===== src/rtl/lock_pin_responder_pkg.sv =====
// Shared constants for the smart-lock command responder: the ASCII bytes
// on the UART link and the responder FSM state encoding.
package lock_pin_responder_pkg;

  // Command bytes from the host
  localparam logic [7:0] CH_SUBMIT   = 8'h23;  // '#'
  localparam logic [7:0] CH_CLEAR    = 8'h2A;  // '*'
  localparam logic [7:0] CH_DIGIT_LO = 8'h30;  // '0'
  localparam logic [7:0] CH_DIGIT_HI = 8'h39;  // '9'

  // Status bytes returned to the host
  localparam logic [7:0] RSP_OK   = 8'h4F;  // 'O'
  localparam logic [7:0] RSP_ERR  = 8'h45;  // 'E'
  localparam logic [7:0] RSP_LOCK = 8'h4C;  // 'L'

  typedef enum logic [1:0] {
    ST_COLLECT   = 2'd0,
    ST_CHECK     = 2'd1,
    ST_SEND_REQ  = 2'd2,
    ST_SEND_WAIT = 2'd3
  } state_t;

  function automatic logic is_digit(input logic [7:0] b);
    return (b >= CH_DIGIT_LO) && (b <= CH_DIGIT_HI);
  endfunction

endpackage


===== src/rtl/lock_pin_responder_timer.sv =====
// Retriggerable pulse timer: a load makes active high for exactly CYCLES
// cycles starting the cycle after the load; a load while active restarts it.
module pulse_timer #(
  parameter int CYCLES = 1
) (
  input  logic clk,
  input  logic rst,
  input  logic load,
  output logic active
);

  localparam int W = $clog2(CYCLES + 1);

  logic [W-1:0] cnt;

  // Count down from CYCLES to zero; active while non-zero
  always_ff @(posedge clk or posedge rst) begin
    if (rst) begin
      cnt <= '0;
    end else if (load) begin
      cnt <= W'(CYCLES);
    end else if (cnt != '0) begin
      cnt <= cnt - W'(1);
    end
  end

  assign active = (cnt != '0);

endmodule


===== src/rtl/lock_pin_responder.sv =====
// Smart-lock command responder: collects an ASCII PIN from the UART
// receiver, checks it on '#', drives the unlock / lockout timers and
// answers with a one-byte status through the UART transmitter.
//
// Transmit handshake: start is high for the whole SEND_REQ state and
// data_tx is held from CHECK until the next CHECK. The transmitter
// acknowledges by dropping ready; the request is only considered taken
// once ready has been seen high and then low while start is asserted, so
// a transmitter still busy with an older byte cannot be mistaken for an
// acknowledge. The FSM then waits in SEND_WAIT for ready to return high.
module lock_pin_responder
  import lock_pin_responder_pkg::*;
#(
  parameter int          PIN_LEN       = 4,
  parameter logic [31:0] PIN_CODE      = 32'h0000_1234,
  parameter int          MAX_FAIL      = 3,
  parameter int          LOCK_CYCLES   = 1000,
  parameter int          UNLOCK_CYCLES = 500
) (
  input  logic                              clk,
  input  logic                              rstn,
  input  logic                              rcv,
  input  logic [7:0]                        data_rx,
  input  logic                              ready,
  output logic                              start,
  output logic [7:0]                        data_tx,
  output logic                              unlock,
  output logic                              locked_out,
  output logic [$clog2(MAX_FAIL+1)-1:0]     fail_cnt
);

  localparam int BW = 4 * PIN_LEN;            // digit buffer width
  localparam int CW = $clog2(PIN_LEN + 2);    // digit count, saturates at PIN_LEN+1
  localparam int FW = $clog2(MAX_FAIL + 1);   // failure counter width

  state_t          state_q, state_d;
  logic [BW-1:0]   buf_q, buf_d;
  logic [CW-1:0]   cnt_q, cnt_d;
  logic [FW-1:0]   fail_d;
  logic [7:0]      tx_d;
  logic            seen_q, seen_d;   // ready observed high during SEND_REQ
  logic            load_unlock, load_lock;
  logic [FW:0]     fail_inc;
  logic            pin_match;

  assign fail_inc  = {1'b0, fail_cnt} + (FW+1)'(1);
  assign pin_match = (cnt_q == CW'(PIN_LEN)) && (buf_q == PIN_CODE[BW-1:0]);
  assign start     = (state_q == ST_SEND_REQ);

  // State, digit buffer, response byte and failure counter registers
  always_ff @(posedge clk or posedge rstn) begin
    if (rstn) begin
      state_q  <= ST_COLLECT;
      buf_q    <= '0;
      cnt_q    <= '0;
      fail_cnt <= '0;
      data_tx  <= 8'h00;
      seen_q   <= 1'b0;
    end else begin
      state_q  <= state_d;
      buf_q    <= buf_d;
      cnt_q    <= cnt_d;
      fail_cnt <= fail_d;
      data_tx  <= tx_d;
      seen_q   <= seen_d;
    end
  end

  // Next-state logic: PIN collection, verdict, transmit handshake
  always_comb begin
    state_d     = state_q;
    buf_d       = buf_q;
    cnt_d       = cnt_q;
    fail_d      = fail_cnt;
    tx_d        = data_tx;
    seen_d      = seen_q;
    load_unlock = 1'b0;
    load_lock   = 1'b0;
    case (state_q)
      ST_COLLECT: begin
        if (rcv) begin
          if (is_digit(data_rx)) begin
            buf_d = (buf_q << 4) | BW'(data_rx[3:0]);
            // Saturating past PIN_LEN keeps an over-long entry a mismatch
            if (cnt_q != CW'(PIN_LEN + 1)) cnt_d = cnt_q + CW'(1);
          end else if (data_rx == CH_CLEAR) begin
            buf_d = '0;
            cnt_d = '0;
          end else if (data_rx == CH_SUBMIT) begin
            state_d = ST_CHECK;
          end
        end
      end
      ST_CHECK: begin
        buf_d   = '0;
        cnt_d   = '0;
        seen_d  = 1'b0;
        state_d = ST_SEND_REQ;
        if (locked_out) begin
          tx_d = RSP_LOCK;
        end else if (pin_match) begin
          tx_d        = RSP_OK;
          fail_d      = '0;
          load_unlock = 1'b1;
        end else if (fail_inc == (FW+1)'(MAX_FAIL)) begin
          tx_d      = RSP_LOCK;
          fail_d    = '0;
          load_lock = 1'b1;
        end else begin
          tx_d   = RSP_ERR;
          fail_d = fail_inc[FW-1:0];
        end
      end
      ST_SEND_REQ: begin
        if (ready) begin
          seen_d = 1'b1;
        end else if (seen_q) begin
          state_d = ST_SEND_WAIT;
        end
      end
      ST_SEND_WAIT: begin
        if (ready) state_d = ST_COLLECT;
      end
      default: state_d = ST_COLLECT;
    endcase
  end

  pulse_timer #(.CYCLES(UNLOCK_CYCLES)) u_unlock_timer (
    .clk    (clk),
    .rst    (rstn),
    .load   (load_unlock),
    .active (unlock)
  );

  pulse_timer #(.CYCLES(LOCK_CYCLES)) u_lock_timer (
    .clk    (clk),
    .rst    (rstn),
    .load   (load_lock),
    .active (locked_out)
  );

endmodule


===== config.mk =====
export PLATFORM = sky130hd
export DESIGN_NAME = lock_pin_responder
export DESIGN_NICKNAME = d
export VERILOG_FILES = /design/src/rtl/lock_pin_responder_pkg.sv /design/src/rtl/lock_pin_responder_timer.sv /design/src/rtl/lock_pin_responder.sv
export SDC_FILE = /design/constraint.sdc
export NUM_CORES = 1
export LEC_CHECK = 0
export ABC_CLOCK_PERIOD_IN_PS = 2700
export CAP_MARGIN = 20
export CORE_ASPECT_RATIO = 1.5
export CORE_UTILIZATION = 51
export DETAILED_ROUTE_END_ITERATION = 7
export PLACE_DENSITY = 0.74
export SLEW_MARGIN = 20
export SYNTH_ARGS = -nofsm -noshare
export SYNTH_HDL_FRONTEND = slang
export SYNTH_SLANG_ARGS = --single-unit

===== constraint.sdc =====
create_clock -name clk -period 2.7 [get_ports clk]
set_input_delay 0.405 -clock clk [delete_from_list [all_inputs] [get_ports clk]]
set_output_delay 0.405 -clock clk [all_outputs]
set_load 0.01 [all_outputs]

Word-level counts from Yosys, hierarchy flattened
Index checks and enable logic that the tools add are counted.
{"block": "classes", "addsub": 4, "n_lt_le_gt_ge": 2, "n_eq_ne": 19, "n_mux": 35, "bitwise": 2, "n_reduce_logical": 14}
{"cell": "$mux W16", "n": 3}
{"cell": "$pmux W16 S2", "n": 1}
{"cell": "$mux W10", "n": 2}
{"cell": "$mux W2", "n": 9}
{"cell": "$mux W9", "n": 2}
{"cell": "$eq A16 B13 Y1 const B", "n": 1}
{"cell": "$eq A8 B6 Y1 const B", "n": 2}
{"cell": "$or A16 B4 Y16", "n": 1}
{"cell": "$ne A2 B2 Y1 const B", "n": 7}
{"cell": "$mux W3", "n": 4}
{"cell": "$mux W4", "n": 3}
{"cell": "$reduce_bool A10 Y1", "n": 1}
{"cell": "$sub A10 B1 Y10 const B", "n": 1}
{"cell": "$ne A3 B3 Y1 const B", "n": 3}
{"cell": "$reduce_bool A9 Y1", "n": 1}
{"cell": "$sub A9 B1 Y9 const B", "n": 1}
{"cell": "$ge A8 B6 Y1 const B", "n": 1}
{"cell": "$le A8 B6 Y1 const B", "n": 1}
{"cell": "$mux W1", "n": 8}
{"cell": "$pmux W2 S4", "n": 1}
{"cell": "$reduce_bool A2 Y1", "n": 4}
{"cell": "$reduce_and A7 Y1", "n": 1}
{"cell": "$pmux W3 S2", "n": 1}
{"cell": "$eq A2 B2 Y1 const B", "n": 2}
{"cell": "other kinds (13)", "n": 15}
{"block": "totals", "register_bits": 51, "input_bits": 12, "out_inout_bits": 13}

Logic depth before layout (Yosys ltp)
{"block": "logic_depth", "word_depth": 7, "depth_mapped": 8, "depth_no_buf": 7}

By module
Synthesis repeated with hierarchy kept, for this count alone.
{"block": "hier_totals", "cells_unflattened": 231, "hier_area_um2": 2472.4}
{"mod": "lock_pin_responder", "n_inst": 1, "cells_each": 126, "area_per_inst_um2": 1420.1}
{"mod": "pulse_timer (u_lock_timer)", "n_inst": 1, "cells_each": 56, "area_per_inst_um2": 549.3}
{"mod": "pulse_timer (u_unlock_timer)", "n_inst": 1, "cells_each": 49, "area_per_inst_um2": 503.0}

Worst setup path before layout
Ideal clock, no wire load.
{"block": "synth_path", "path_type": "register -> output", "start": "reg u_lock_timer.cnt[0]", "end": "out locked_out", "arrival_ns": 1.591, "path_slack_ns": 0.704, "path_stages_with_launch": 6, "path_cell_list": "dfrtp_1 > inv_1 > ha_1 > or4b_1 > nor3_4 > inv_2"}
{"block": "synth_between", "elab_chain_len": 1}
{"item": "from (decl)", "line_no": "lock_pin_responder_timer.sv:14", "source": "logic [W-1:0] cnt;"}
{"item": "from (signal assigned)", "line_no": "lock_pin_responder_timer.sv:21", "source": "cnt <= W'(CYCLES);"}
{"item": "from (signal assigned)", "line_no": "lock_pin_responder_timer.sv:23", "source": "cnt <= cnt - W'(1);"}
{"item": "$reduce_bool A10 Y1", "line_no": "lock_pin_responder_timer.sv:27", "source": "assign active = (cnt != '0);"}
{"item": "to (decl)", "line_no": "lock_pin_responder.sv:28", "source": "output logic locked_out,"}
Every way passes these cells.

Worst setup path after layout
{"block": "layout_path", "start": "reg u_unlock_timer.cnt[0]", "end": "out unlock"}
{"block": "layout_between", "elab_chain_len": 1}
{"item": "from (decl)", "line_no": "lock_pin_responder_timer.sv:14"}
{"item": "from (signal assigned)", "line_no": "lock_pin_responder_timer.sv:21"}
{"item": "from (signal assigned)", "line_no": "lock_pin_responder_timer.sv:23"}
{"item": "$reduce_bool A9 Y1", "line_no": "lock_pin_responder_timer.sv:27"}
{"item": "to (decl)", "line_no": "lock_pin_responder.sv:27", "source": "output logic unlock,"}
Every way passes these cells.

==> reports/qor.csv <==
metric,value,unit
worst hold-check path type,input port to async pin,
share of layout cells above drive strength 1,11.1,%
CTS tree,done,
# rows,31,
CP Capture Type,output port,
fraction of registers with async set/reset,100,%
Detail Route Antenna Nets,0,
critical path type,flip-flop to output port,
CTS Buf Count,5,
syn_area_per_cell,9.80,µm²
Yosys top cell by area,dfrtp_1,
CTS Buffer Depth,2,
"Remaining Overflow, GRT",0,
fill count,455,
Synth Cell Area,0.00263,mm²
Die H,89.9,µm
Fmax,0.402,GHz
total number of vias,2073,
origin of the critical flop-to-flop path,u_lock_timer.cnt[1]$_DFFE_PP0P_,
n_diodes,0,
Final setup viols,0,
Seq. cell area,0.00118,mm²
layout overhead on the synthesized area,15.5,%
postcts setup bufs,0,
# IOs,25,
clock skew after layout,0.00640,ns
worst skew pair latency,0.30,ns
Mapped Cells,268,
CP Capture Point,unlock,
crit-path max FO,5,
"EDFF count, synth",0,
Tcrit/Tclk final,92.0,%
GP Congestion,0.811,
clk slew on worst S/H paths,0.09,ns
RR Endpoint,u_unlock_timer.cnt[3]$_DFFE_PP0P_,
sequential share of the synthesized area,44.8,%
fin nets,317,
antenna violations before repair,0,
final hold vios,0,
unrepaired setup endpoints after global routing,no,
Slew HR,65.7,%
arrival time at the worst endpoint,2.08,ns
Peak VDD IR,0.464,mV
Fin Setup TNS,0,ns
number of synthesized register bits,47,
Clock Root Buffer,clkbuf_8,
DIE WIDTH,60.6,µm
"Slew Viols, Final",0,
worst reg2reg setup slack,0.60,ns
top-area cell type share of the netlist area,44.8,%
Sink Count,47,
Routed WL per cell,15.0,µm
Worst EP required,2.30,ns
Multi-input gate area,0.00127,mm²
I/O Buffers,21,
core region area,0.00489,mm²
min Tclk post-route,2.49,ns
initial DRC count,103,
dpl hpwl,3900,µm
cts hold-fix bufs,0,
worst-case reg-to-reg path depth,7,
Final Util,62.1,%
DRC Markers,0,
overall global routing resource usage,23.1,%
router iterations before antenna repair,4,
Pwr Density,732,mW/mm²
main area contributors after synthesis,"dfrtp_1, nand4b_1, o31ai_1",
drt total wl,5420,µm
vias in the first global route,2141,
Unique masters post-synth,56,
ys flop type,dfrtp_1,
outcome,completed,
Initial Utilization,53.7,%
Crit. Startpoint,u_unlock_timer.cnt[0]$_DFFE_PP0P_,
largest net degree at the start of global routing,24,
first-pass GRT wire length,9660,µm
CP Launch Type,flip-flop,
Lkg Pwr,1.35,nW
max cap viols,0,
Synth Warn #,0,
Worst-Margin Slew,0.510,ns
vias per inst,5.73,
Die Footprint,0.00545,mm²
H-tree Lvls,2,
[what timing repair did]
item / in CTS / in global routing
hold endpoints to repair: 0 / 0
endpoints found under the setup margin: 1 / 1
resized for setup: 3 / 1
gates cloned: 0 / 0
[cells in the final DEF (no fill, tap or decap), types with 3 or more instances in the layout]
cell / count
or2_2: 3
mux2i_1: 4
dfrtp_1: 47
nor2_1: 11
and2_1: 3
nor2b_1: 5
o21ai_0: 10
conb_1: 3
nand2_1: 18
a21oi_1: 9
nand2b_1: 4
xnor2_1: 3
inv_2: 3
nor3_1: 6
and3_1: 3
inv_1: 29
nand3_1: 4
nand4b_1: 17
ha_1: 9
or3_1: 3
nand4_1: 3
clkbuf_8: 5
clkdlybuf4s50_1: 20
o31ai_1: 18
buf_4: 11
a221oi_1: 3
[logic make-up (layout without fill, tap and decap cells)]
logic type / after synthesis / after routing / share of synthesized area, %
AO/OA/AOI/OAI: 59 / 59 / 15.3
XOR/XNOR: 4 / 4 / 1.33
adder cells (fa/ha/maj): 10 / 10 / 4.76
buffers and inverters: 46 / 72 / 7.19
flip-flops: 47 / 47 / 44.8
multiplexers: 6 / 6 / 2.38
other: 1 / 3 / 0.143
AND/OR/NAND/NOR: 95 / 95 / 24.1
[critical path, cell delays in order, from the launching register on]
cell and delay [ns]:
dfrtp_1 0.38, inv_1 0.09, ha_1 0.20, nor2b_1 0.31, nand3_1 0.26, clkdlybuf4s50_1 0.55
[Yosys cell counts, types with 2 or more instances]
master and instances:
dfrtp_1 47, inv_1 31, nand2_1 18, o31ai_1 18, nand4b_1 17, nor2_1 11
ha_1 10, o21ai_0 10, a21oi_1 9, clkbuf_1 8, nor3_1 6, nor2b_1 5
buf_4 4, mux2i_1 4, nand2b_1 4, nand3_1 4, a221oi_1 3, and2_1 3
and3_1 3, nand4_1 3, or2_2 3, or3_1 3, xnor2_1 3, a211oi_1 2
a31oi_1 2, mux2_2 2, nor4b_1 2, nor4bb_1 2, o21a_1 2, o22ai_1 2
o31a_1 2
[routing by layer]
| metal | track usage [%] | wire (µm) |
|---|---|---|
| met5 | 0 | 0 |
| met4 | 8.90 | 121 |
| met3 | 4.17 | 125 |
| met2 | 36.9 | 2840 |
| met1 | 30.3 | 2330 |
[sequential cells by signal (all words and copies together) (netlist names)]
signal / cells
data_tx: 4
u_unlock_timer.cnt: 9
fail_cnt: 2
seen_q: 1
cnt_q: 3
u_lock_timer.cnt: 10
buf_q: 16
state_q: 2
[worst min path at each step]
stage | from | end | cells after the start
floorplan | u_unlock_timer.cnt[8]$_DFFE_PP0P_ | u_unlock_timer.cnt[8]$_DFFE_PP0P_ | 2
global placement | u_unlock_timer.cnt[8]$_DFFE_PP0P_ | u_unlock_timer.cnt[8]$_DFFE_PP0P_ | 2
detailed placement | data_tx[2]$_DFFE_PP0P_ | data_tx[2]$_DFFE_PP0P_ | 1
CTS | rstn | u_unlock_timer.cnt[3]$_DFFE_PP0P_ | 2
global route | rstn | u_unlock_timer.cnt[5]$_DFFE_PP0P_ | 2
finish | rstn | u_unlock_timer.cnt[1]$_DFFE_PP0P_ | 2
[through the flow]
stage | hold slack, ns | total power (W) | setup WS, ns | instances | area [µm²]
finish | 0.300 | 0.00222 | 0.215 | 362 | 3030
global route | 0.314 | 0.00238 | 0.0575 | 362 | 3030
CTS | 0.296 | 0.00224 | 0.0127 | 362 | 3030
detailed placement | 0.500 | 0.00180 | 0.288 | 354 | 2940
global placement | 0.484 | 0.00177 | 0.359 | 354 | 2940
floorplan | 0.464 | 0.00154 | 0.704 | 270 | 2630
[where the power goes]
part           internal [W]  switching, W
clock network      0.000181      0.000234
registers          0.000835      0.000159
logic              0.000386      0.000424
[area by class of cell]
cell class	instances	area share [%]
clock buffer	6	2.39
clock inverter	2	0.412
inverter	32	3.96
multi-input combinational	177	42.0
sequential	47	38.8
tap	66	2.72
timing repair buffer	32	9.73
No activity file was read; power rests on OpenSTA's default activity.
